`src/rtl/instr_mem_if_pkg.sv`:
```
// rtl/instr_mem_if_pkg.sv - shared constants and types for the instruction-memory interface
package instr_mem_if_pkg;

    localparam int IMEM_ADDR_WIDTH      = 32;
    localparam int IMEM_DATA_WIDTH      = 32;
    localparam int IMEM_MAX_OUTSTANDING = 2;
    localparam int IMEM_BUF_DEPTH       = 2;

    typedef struct packed {
        logic [IMEM_ADDR_WIDTH-1:0] addr;
        logic                       kill;
    } imem_pending_t;

    typedef struct packed {
        logic [IMEM_ADDR_WIDTH-1:0] addr;
        logic [IMEM_DATA_WIDTH-1:0] data;
    } imem_resp_t;

    function automatic logic [IMEM_ADDR_WIDTH-1:0] word_align(input logic [IMEM_ADDR_WIDTH-1:0] a);
        return {a[IMEM_ADDR_WIDTH-1:2], 2'b00};
    endfunction

endpackage

```
`src/rtl/instr_mem_if_if.sv`:
```
// rtl/instr_mem_if_if.sv - fetch, memory and decode handshake bundle
interface instr_mem_if_if;
    import instr_mem_if_pkg::*;

    logic                       fetch_req_ip;
    logic [IMEM_ADDR_WIDTH-1:0] fetch_addr_ip;
    logic                       fetch_gnt_op;
    logic                       flush_ip;
    logic                       mem_req_op;
    logic [IMEM_ADDR_WIDTH-1:0] mem_addr_op;
    logic                       mem_gnt_ip;
    logic                       mem_rvalid_ip;
    logic [IMEM_DATA_WIDTH-1:0] mem_rdata_ip;
    logic                       instr_valid_op;
    logic [IMEM_DATA_WIDTH-1:0] instr_data_op;
    logic [IMEM_ADDR_WIDTH-1:0] instr_pc_addr_op;
    logic                       instr_ready_ip;

    modport slave (
        input  fetch_req_ip, fetch_addr_ip, flush_ip, mem_gnt_ip, mem_rvalid_ip,
        input  mem_rdata_ip, instr_ready_ip,
        output fetch_gnt_op, mem_req_op, mem_addr_op, instr_valid_op, instr_data_op,
        output instr_pc_addr_op
    );

    modport master (
        output fetch_req_ip, fetch_addr_ip, flush_ip, mem_gnt_ip, mem_rvalid_ip,
        output mem_rdata_ip, instr_ready_ip,
        input  fetch_gnt_op, mem_req_op, mem_addr_op, instr_valid_op, instr_data_op,
        input  instr_pc_addr_op
    );

endinterface

```
`src/rtl/instr_mem_if_sync_fifo.sv`:
```
// rtl/instr_mem_if_sync_fifo.sv - power-of-two FIFO with wrap-bit pointers and a clear input
module sync_fifo #(
    parameter int WIDTH = 8,
    parameter int DEPTH = 2
) (
    input  logic                       clock,
    input  logic                       reset,
    input  logic                       clear,
    input  logic                       push,
    input  logic [WIDTH-1:0]           push_data,
    input  logic                       pop,
    output logic [WIDTH-1:0]           pop_data,
    output logic                       full,
    output logic                       empty,
    output logic [$clog2(DEPTH):0]     count,
    output logic [$clog2(DEPTH)-1:0]   rd_idx,
    output logic [$clog2(DEPTH)-1:0]   wr_idx
);

    localparam int AW = $clog2(DEPTH);

    logic [WIDTH-1:0] mem_q [DEPTH];
    logic [WIDTH-1:0] mem_d [DEPTH];
    logic [AW:0]      wr_ptr_q, wr_ptr_d;
    logic [AW:0]      rd_ptr_q, rd_ptr_d;
    logic             do_push, do_pop;

    assign rd_idx   = rd_ptr_q[AW-1:0];
    assign wr_idx   = wr_ptr_q[AW-1:0];
    assign empty    = (wr_ptr_q == rd_ptr_q);
    assign full     = (wr_ptr_q[AW] != rd_ptr_q[AW]) && (wr_idx == rd_idx);
    assign count    = wr_ptr_q - rd_ptr_q;
    assign pop_data = mem_q[rd_idx];

    always_comb begin
        do_pop   = pop && !empty;
        do_push  = push && (!full || do_pop);
        mem_d    = mem_q;
        wr_ptr_d = wr_ptr_q;
        rd_ptr_d = rd_ptr_q;
        // clear wins over any push/pop in the same cycle
        if (clear) begin
            rd_ptr_d = wr_ptr_q;
        end else begin
            if (do_push) begin
                mem_d[wr_idx] = push_data;
                wr_ptr_d      = wr_ptr_q + (AW+1)'(1);
            end
            if (do_pop) begin
                rd_ptr_d = rd_ptr_q + (AW+1)'(1);
            end
        end
    end

    always_ff @(posedge clock or posedge reset) begin
        if (reset) begin
            wr_ptr_q <= '0;
            rd_ptr_q <= '0;
            for (int i = 0; i < DEPTH; i++) begin
                mem_q[i] <= '0;
            end
        end else begin
            wr_ptr_q <= wr_ptr_d;
            rd_ptr_q <= rd_ptr_d;
            mem_q    <= mem_d;
        end
    end

endmodule

```
`src/rtl/instr_mem_if.sv`:
```
// rtl/instr_mem_if.sv - in-order instruction fetch bridge with credit, flush and kill handling
module instr_mem_if
    import instr_mem_if_pkg::*;
#(
    parameter int MAX_OUTSTANDING = IMEM_MAX_OUTSTANDING,
    parameter int BUF_DEPTH       = IMEM_BUF_DEPTH
) (
    input  logic           clock,
    input  logic           reset,
    instr_mem_if_if.slave  bus
);

    localparam int PW = $clog2(MAX_OUTSTANDING);
    localparam int RW = $clog2(BUF_DEPTH);

    imem_pending_t        pend_push_data, pend_head;
    imem_resp_t           resp_push_data, resp_head;
    logic                 pend_push, pend_pop, pend_full, pend_empty;
    logic                 resp_push, resp_pop, resp_full, resp_empty;
    logic [PW:0]          pend_count;
    logic [RW:0]          resp_count;
    logic [PW-1:0]        pend_rd_idx, pend_wr_idx;
    logic [RW-1:0]        resp_rd_idx_unused, resp_wr_idx_unused;
    logic [MAX_OUTSTANDING-1:0] kill_q, kill_d;
    logic [31:0]          in_flight;
    logic                 credit, mem_req, head_killed;

    always_comb begin
        resp_pop  = !resp_empty && bus.instr_ready_ip && !bus.flush_ip;
        pend_pop  = bus.mem_rvalid_ip && !pend_empty;
        // a decode pop this cycle frees a slot, which keeps streaming at one word per cycle
        in_flight = 32'(pend_count) + 32'(resp_count) - 32'(resp_pop);
        credit    = (in_flight < 32'(BUF_DEPTH)) &&
                    ((32'(pend_count) - 32'(pend_pop)) < 32'(MAX_OUTSTANDING));
        mem_req   = !reset && bus.fetch_req_ip && credit && !bus.flush_ip;
        pend_push = mem_req && bus.mem_gnt_ip;

        head_killed = kill_q[pend_rd_idx] || pend_head.kill;
        resp_push   = pend_pop && !head_killed && !bus.flush_ip;

        pend_push_data = '{addr: word_align(bus.fetch_addr_ip), kill: 1'b0};
        resp_push_data = '{addr: pend_head.addr, data: bus.mem_rdata_ip};

        // kill every slot on flush; a fresh push re-arms its own slot
        kill_d = kill_q;
        if (bus.flush_ip) begin
            kill_d = '1;
        end else if (pend_push) begin
            kill_d[pend_wr_idx] = 1'b0;
        end
    end

    always_ff @(posedge clock or posedge reset) begin
        if (reset) begin
            kill_q <= '0;
        end else begin
            kill_q <= kill_d;
        end
    end

    sync_fifo #(
        .WIDTH ($bits(imem_pending_t)),
        .DEPTH (MAX_OUTSTANDING)
    ) u_pend_fifo (
        .clock     (clock),
        .reset     (reset),
        .clear     (1'b0),
        .push      (pend_push),
        .push_data (pend_push_data),
        .pop       (pend_pop),
        .pop_data  (pend_head),
        .full      (pend_full),
        .empty     (pend_empty),
        .count     (pend_count),
        .rd_idx    (pend_rd_idx),
        .wr_idx    (pend_wr_idx)
    );

    sync_fifo #(
        .WIDTH ($bits(imem_resp_t)),
        .DEPTH (BUF_DEPTH)
    ) u_resp_fifo (
        .clock     (clock),
        .reset     (reset),
        .clear     (bus.flush_ip),
        .push      (resp_push),
        .push_data (resp_push_data),
        .pop       (resp_pop),
        .pop_data  (resp_head),
        .full      (resp_full),
        .empty     (resp_empty),
        .count     (resp_count),
        .rd_idx    (resp_rd_idx_unused),
        .wr_idx    (resp_wr_idx_unused)
    );

    assign bus.mem_req_op       = mem_req;
    assign bus.mem_addr_op      = reset ? '0 : word_align(bus.fetch_addr_ip);
    assign bus.fetch_gnt_op     = pend_push;
    assign bus.instr_valid_op   = !resp_empty;
    assign bus.instr_data_op    = resp_empty ? '0 : resp_head.data;
    assign bus.instr_pc_addr_op = resp_empty ? '0 : resp_head.addr;

    a_resp_no_overflow: assert property (@(posedge clock) disable iff (reset)
        !(resp_push && resp_full && !resp_pop));
    a_pend_no_overflow: assert property (@(posedge clock) disable iff (reset)
        !(pend_push && pend_full && !pend_pop));

endmodule

```
`src/flat_wrapper.sv`:
```
// flat-port wrapper written by rule: the top's interface ports become plain ports
module instr_mem_if_flat import instr_mem_if_pkg::*;
#(
    parameter int MAX_OUTSTANDING = IMEM_MAX_OUTSTANDING,
    parameter int BUF_DEPTH       = IMEM_BUF_DEPTH
)
  (clock, reset, bus_fetch_req_ip, bus_fetch_addr_ip, bus_flush_ip, bus_mem_gnt_ip, bus_mem_rvalid_ip, bus_mem_rdata_ip, bus_instr_ready_ip, bus_fetch_gnt_op, bus_mem_req_op, bus_mem_addr_op, bus_instr_valid_op, bus_instr_data_op, bus_instr_pc_addr_op);
  instr_mem_if_if bus_i ();
  input  logic clock;
  input  logic reset;
  input wire logic [$bits(bus_i.fetch_req_ip)-1:0] bus_fetch_req_ip;
  input wire logic [$bits(bus_i.fetch_addr_ip)-1:0] bus_fetch_addr_ip;
  input wire logic [$bits(bus_i.flush_ip)-1:0] bus_flush_ip;
  input wire logic [$bits(bus_i.mem_gnt_ip)-1:0] bus_mem_gnt_ip;
  input wire logic [$bits(bus_i.mem_rvalid_ip)-1:0] bus_mem_rvalid_ip;
  input wire logic [$bits(bus_i.mem_rdata_ip)-1:0] bus_mem_rdata_ip;
  input wire logic [$bits(bus_i.instr_ready_ip)-1:0] bus_instr_ready_ip;
  output wire logic [$bits(bus_i.fetch_gnt_op)-1:0] bus_fetch_gnt_op;
  output wire logic [$bits(bus_i.mem_req_op)-1:0] bus_mem_req_op;
  output wire logic [$bits(bus_i.mem_addr_op)-1:0] bus_mem_addr_op;
  output wire logic [$bits(bus_i.instr_valid_op)-1:0] bus_instr_valid_op;
  output wire logic [$bits(bus_i.instr_data_op)-1:0] bus_instr_data_op;
  output wire logic [$bits(bus_i.instr_pc_addr_op)-1:0] bus_instr_pc_addr_op;
  assign bus_i.fetch_req_ip = bus_fetch_req_ip;
  assign bus_i.fetch_addr_ip = bus_fetch_addr_ip;
  assign bus_i.flush_ip = bus_flush_ip;
  assign bus_i.mem_gnt_ip = bus_mem_gnt_ip;
  assign bus_i.mem_rvalid_ip = bus_mem_rvalid_ip;
  assign bus_i.mem_rdata_ip = bus_mem_rdata_ip;
  assign bus_i.instr_ready_ip = bus_instr_ready_ip;
  assign bus_fetch_gnt_op = bus_i.fetch_gnt_op;
  assign bus_mem_req_op = bus_i.mem_req_op;
  assign bus_mem_addr_op = bus_i.mem_addr_op;
  assign bus_instr_valid_op = bus_i.instr_valid_op;
  assign bus_instr_data_op = bus_i.instr_data_op;
  assign bus_instr_pc_addr_op = bus_i.instr_pc_addr_op;
  instr_mem_if #(.MAX_OUTSTANDING(MAX_OUTSTANDING), .BUF_DEPTH(BUF_DEPTH)) u_core (.clock(clock), .reset(reset), .bus(bus_i));
endmodule
```
`config.mk`:
```
export PLATFORM = sky130hd
export DESIGN_NAME = instr_mem_if_flat
export DESIGN_NICKNAME = d
export VERILOG_FILES = /design/src/rtl/instr_mem_if_pkg.sv /design/src/rtl/instr_mem_if_if.sv /design/src/rtl/instr_mem_if_sync_fifo.sv /design/src/rtl/instr_mem_if.sv /design/src/flat_wrapper.sv
export SDC_FILE = /design/constraint.sdc
export NUM_CORES = 1
export LEC_CHECK = 0
export ABC_AREA = 1
export BUFFER_PORTS_ARGS = -buffer_cell sky130_fd_sc_hd__buf_2
export CORE_UTILIZATION = 40
export CTS_CLUSTER_DIAMETER = 30
export DETAILED_ROUTE_END_ITERATION = 8
export HOLD_SLACK_MARGIN = 0.08
export PLACE_DENSITY = 0.67
export SYNTH_ARGS = -nofsm -noshare
export SYNTH_HDL_FRONTEND = slang
export SYNTH_HIERARCHICAL = 1
export SYNTH_SLANG_ARGS = --single-unit
```
`constraint.sdc`:
```
create_clock -name clock -period 8.6 [get_ports clock]
set_clock_uncertainty 0.1 [all_clocks]
set_input_delay 0.86 -clock clock [delete_from_list [all_inputs] [get_ports clock]]
set_output_delay 0.86 -clock clock [all_outputs]
set_load 0.02 [all_outputs]
```
==> out/metrics.yaml <==
run_status: "completed"
power.leakage_nw: 7.63
cts-htree-levels: 2
max-slew-margin-rel_pct: 32.1
hold_path_startpoint: "u_core/u_pend_fifo/mem_q[0]$_DFFE_PP0P_"
die-height_um: 167
fin_crit_sh_pct: 61.7
cts_resized: 0
detailedRoute.firstPassIterationCount: 5
cp-start-kind: "register"
power_report.internal_total_mw: 2.92
detailedRoute.firstIterationViolations: 722
crit_fanout: 70
yosys_warnings: 6
mostFrequentLayoutCell: "sky130_fd_sc_hd__nand2_1"
worst_skew_pair.late_latency_ns: 0.55
clkTransAtPathRegs_ns: 0.04
final_period_minus_worst_setup_slack_ns: 5.31
detail_routed_via_count_per_cell: 5.08
syn_to_final_growth_pct: 23.5
post_route_cells_drive_above_1_share_pct: 20.0
fill_count: 2565
peakVddDrop_mv: 0.229
timing.max_cap.violations: 0
globalRouteTotalUtil_pct: 20.7
worst_ep_required_time_ns: 8.92
floorplan.die_area_mm2: 0.0278
tightestPinTransition_ns: 1.02
initial_core_util_pct: 41.2
cts-root-buf: "sky130_fd_sc_hd__clkbuf_16"
path_class: "reg -> reg"
final_max_slew_viol_count: 0
finish.net_count: 1648
clock_sinks: 204
avgRoutedWirePerCell_um: 14.8
synth.avg_cell_area_um2: 7.54
io_pins: 170
io_buffers: 165
fmaxAchievable_ghz: 0.188
pin_count_of_the_biggest_net_entering_global_routing: 79
gr-total-overflow: 0
dr_total_vias: 9875
core_mm2: 0.0264
register_area_mm2: 0.00511
min-delay-path-class: "reg -> reg"
setup.worst_path.start: "u_core/u_resp_fifo/rd_ptr_q[0]$_DFFE_PP0P_"
swShare_pct: 38.6
num_antenna_cells: 0
rsz_0062_raised_after_global_routing: "false"
multi_input_area_mm2: 0.00471
final-setup-viol-count: 0
cp.arrival_ns: 5.62
setup-tns-final_ns: 0
setup.worst_path.end_class: "register"
power_switching_mw: 1.84
final_cell_mix: "sky130_fd_sc_hd__nand2_1, sky130_fd_sc_hd__dfrtp_1, sky130_fd_sc_hd__nand4_1"
grt_pass1_wl_mm: 47.1
place.detailed.hpwl_mm: 16.3
via_count_of_the_first_global_routing_pass: 9094
share_seq_of_total_power_pct: 27.8
synthesis.area_mm2: 0.0109
cts_hold_repair.buffers: 0
power-per-cell-area_mw_per_mm2: 356
tritoncts.num_buffers: 48
utilization_pct: 50.9
wirelength_mm: 28.8
cell_rows: 59
die-width_um: 167
number_of_routed_nets_with_antenna_violations: 0
drc_errors_left: 0
power_frac_clock_pct: 39.4
number_of_buffers_on_the_longest_clock_path: 3
postCtsSetupRepairBufs: 0
share_comb_of_total_power_pct: 32.8
routabilityCongestion: 0.731
tritoncts: "yes"
number_of_antenna_violations_at_the_first_check_in_global_routing: 0
r2r_start: "u_core/u_resp_fifo/rd_ptr_q[0]$_DFFE_PP0P_"
report.final.hold_viol_count: 0
postSynthCellCount: 1440
-- per-layer routing --
metal  part of all wire [%]  global-route usage, %  wire (um)  vias to the layer above
met5                      0                      0          0                        -
met4                    1.9                   6.08        538                        0
met3                    5.9                   3.37       1710                       54
met2                     46                   32.7      13100                      343
met1                     47                   29.2      13400                     4634
li1                       -                      -          -                     4844
-- final timing paths --
path | to | slack, ns | depth (start not counted)
worst min-delay path | u_core/u_pend_fifo/mem_q[0]$_DFFE_PP0P_ | 0.36 | 2
worst max-delay path | u_core/u_pend_fifo/mem_q[34]$_DFFE_PP0P_ | 3.29 | 22
worst min register to register | u_core/u_pend_fifo/mem_q[0]$_DFFE_PP0P_ | 0.36 | 2
min in group asynchronous | u_core/kill_q[1]$_DFFE_PP0P_ | 0.39 | 2
max in group asynchronous | u_core/u_resp_fifo/rd_ptr_q[0]$_DFFE_PP0P_ | 6.17 | 3
worst max register to register | u_core/u_pend_fifo/mem_q[34]$_DFFE_PP0P_ | 3.29 | 22
-- final cells by class --
class,instances,area share (%)
inverters,129,3.63
flip-flops and latches,204,38.1
multi-input cells,1006,35.1
clock inverters,31,3.15
repair buffers,182,7.11
well taps,335,3.13
clock buffers,57,9.74
-- power groups by stage --
stage	registers, mW	logic, mW	clock network (mW)
after CTS	1.32	1.57	1.91
final	1.32	1.56	1.88
after detailed placement	1.33	1.57	0
after floorplan	1.30	1.20	0
after global routing	1.35	1.75	1.96
after global placement	1.32	1.54	0
-- through the flow --
step	setup WS, ns	power [mW]	instance area [um^2]	std cells	hold WS, ns
floorplan	4.11	2.51	10900	1453	0.336
global placement	3.38	2.86	11700	1856	0.347
detailed placement	3.28	2.90	11700	1856	0.353
CTS	3.26	4.80	13400	1944	0.364
global route	2.77	5.07	13400	1944	0.376
finish	3.29	4.77	13400	1944	0.362
-- registers in the layout, summed over array words and instances (netlist names) --
register / cells
u_core/u_pend_fifo/rd_ptr_q: 2
u_core/u_resp_fifo/rd_ptr_q: 2
u_core/kill_q: 2
u_core/u_resp_fifo/mem_q: 128
u_core/u_pend_fifo/mem_q: 66
u_core/u_resp_fifo/wr_ptr_q: 2
u_core/u_pend_fifo/wr_ptr_q: 2
-- worst max-delay path, cell delays in order, from the launching register on --
cell and delay (ns):
sky130_fd_sc_hd__dfrtp_2 0.41, sky130_fd_sc_hd__ha_1 0.37, sky130_fd_sc_hd__nand2_1 0.11, sky130_fd_sc_hd__inv_2 0.05
sky130_fd_sc_hd__buf_4 0.56, sky130_fd_sc_hd__inv_1 0.12, sky130_fd_sc_hd__nand2_1 0.10, sky130_fd_sc_hd__nor2_1 0.06
sky130_fd_sc_hd__ha_1 0.32, sky130_fd_sc_hd__nor2_1 0.14, sky130_fd_sc_hd__fa_1 0.42, sky130_fd_sc_hd__inv_1 0.08
sky130_fd_sc_hd__nand2_1 0.05, sky130_fd_sc_hd__nor2_1 0.08, sky130_fd_sc_hd__nand2_1 0.06, sky130_fd_sc_hd__nor2_2 0.14
sky130_fd_sc_hd__and3_1 0.19, sky130_fd_sc_hd__inv_1 0.06, sky130_fd_sc_hd__nor2_4 0.07, sky130_fd_sc_hd__buf_4 0.55
sky130_fd_sc_hd__nand3_2 0.75, sky130_fd_sc_hd__nand2_1 0.27, sky130_fd_sc_hd__nand2_1 0.08
Power figures use the tool's default switching activity.
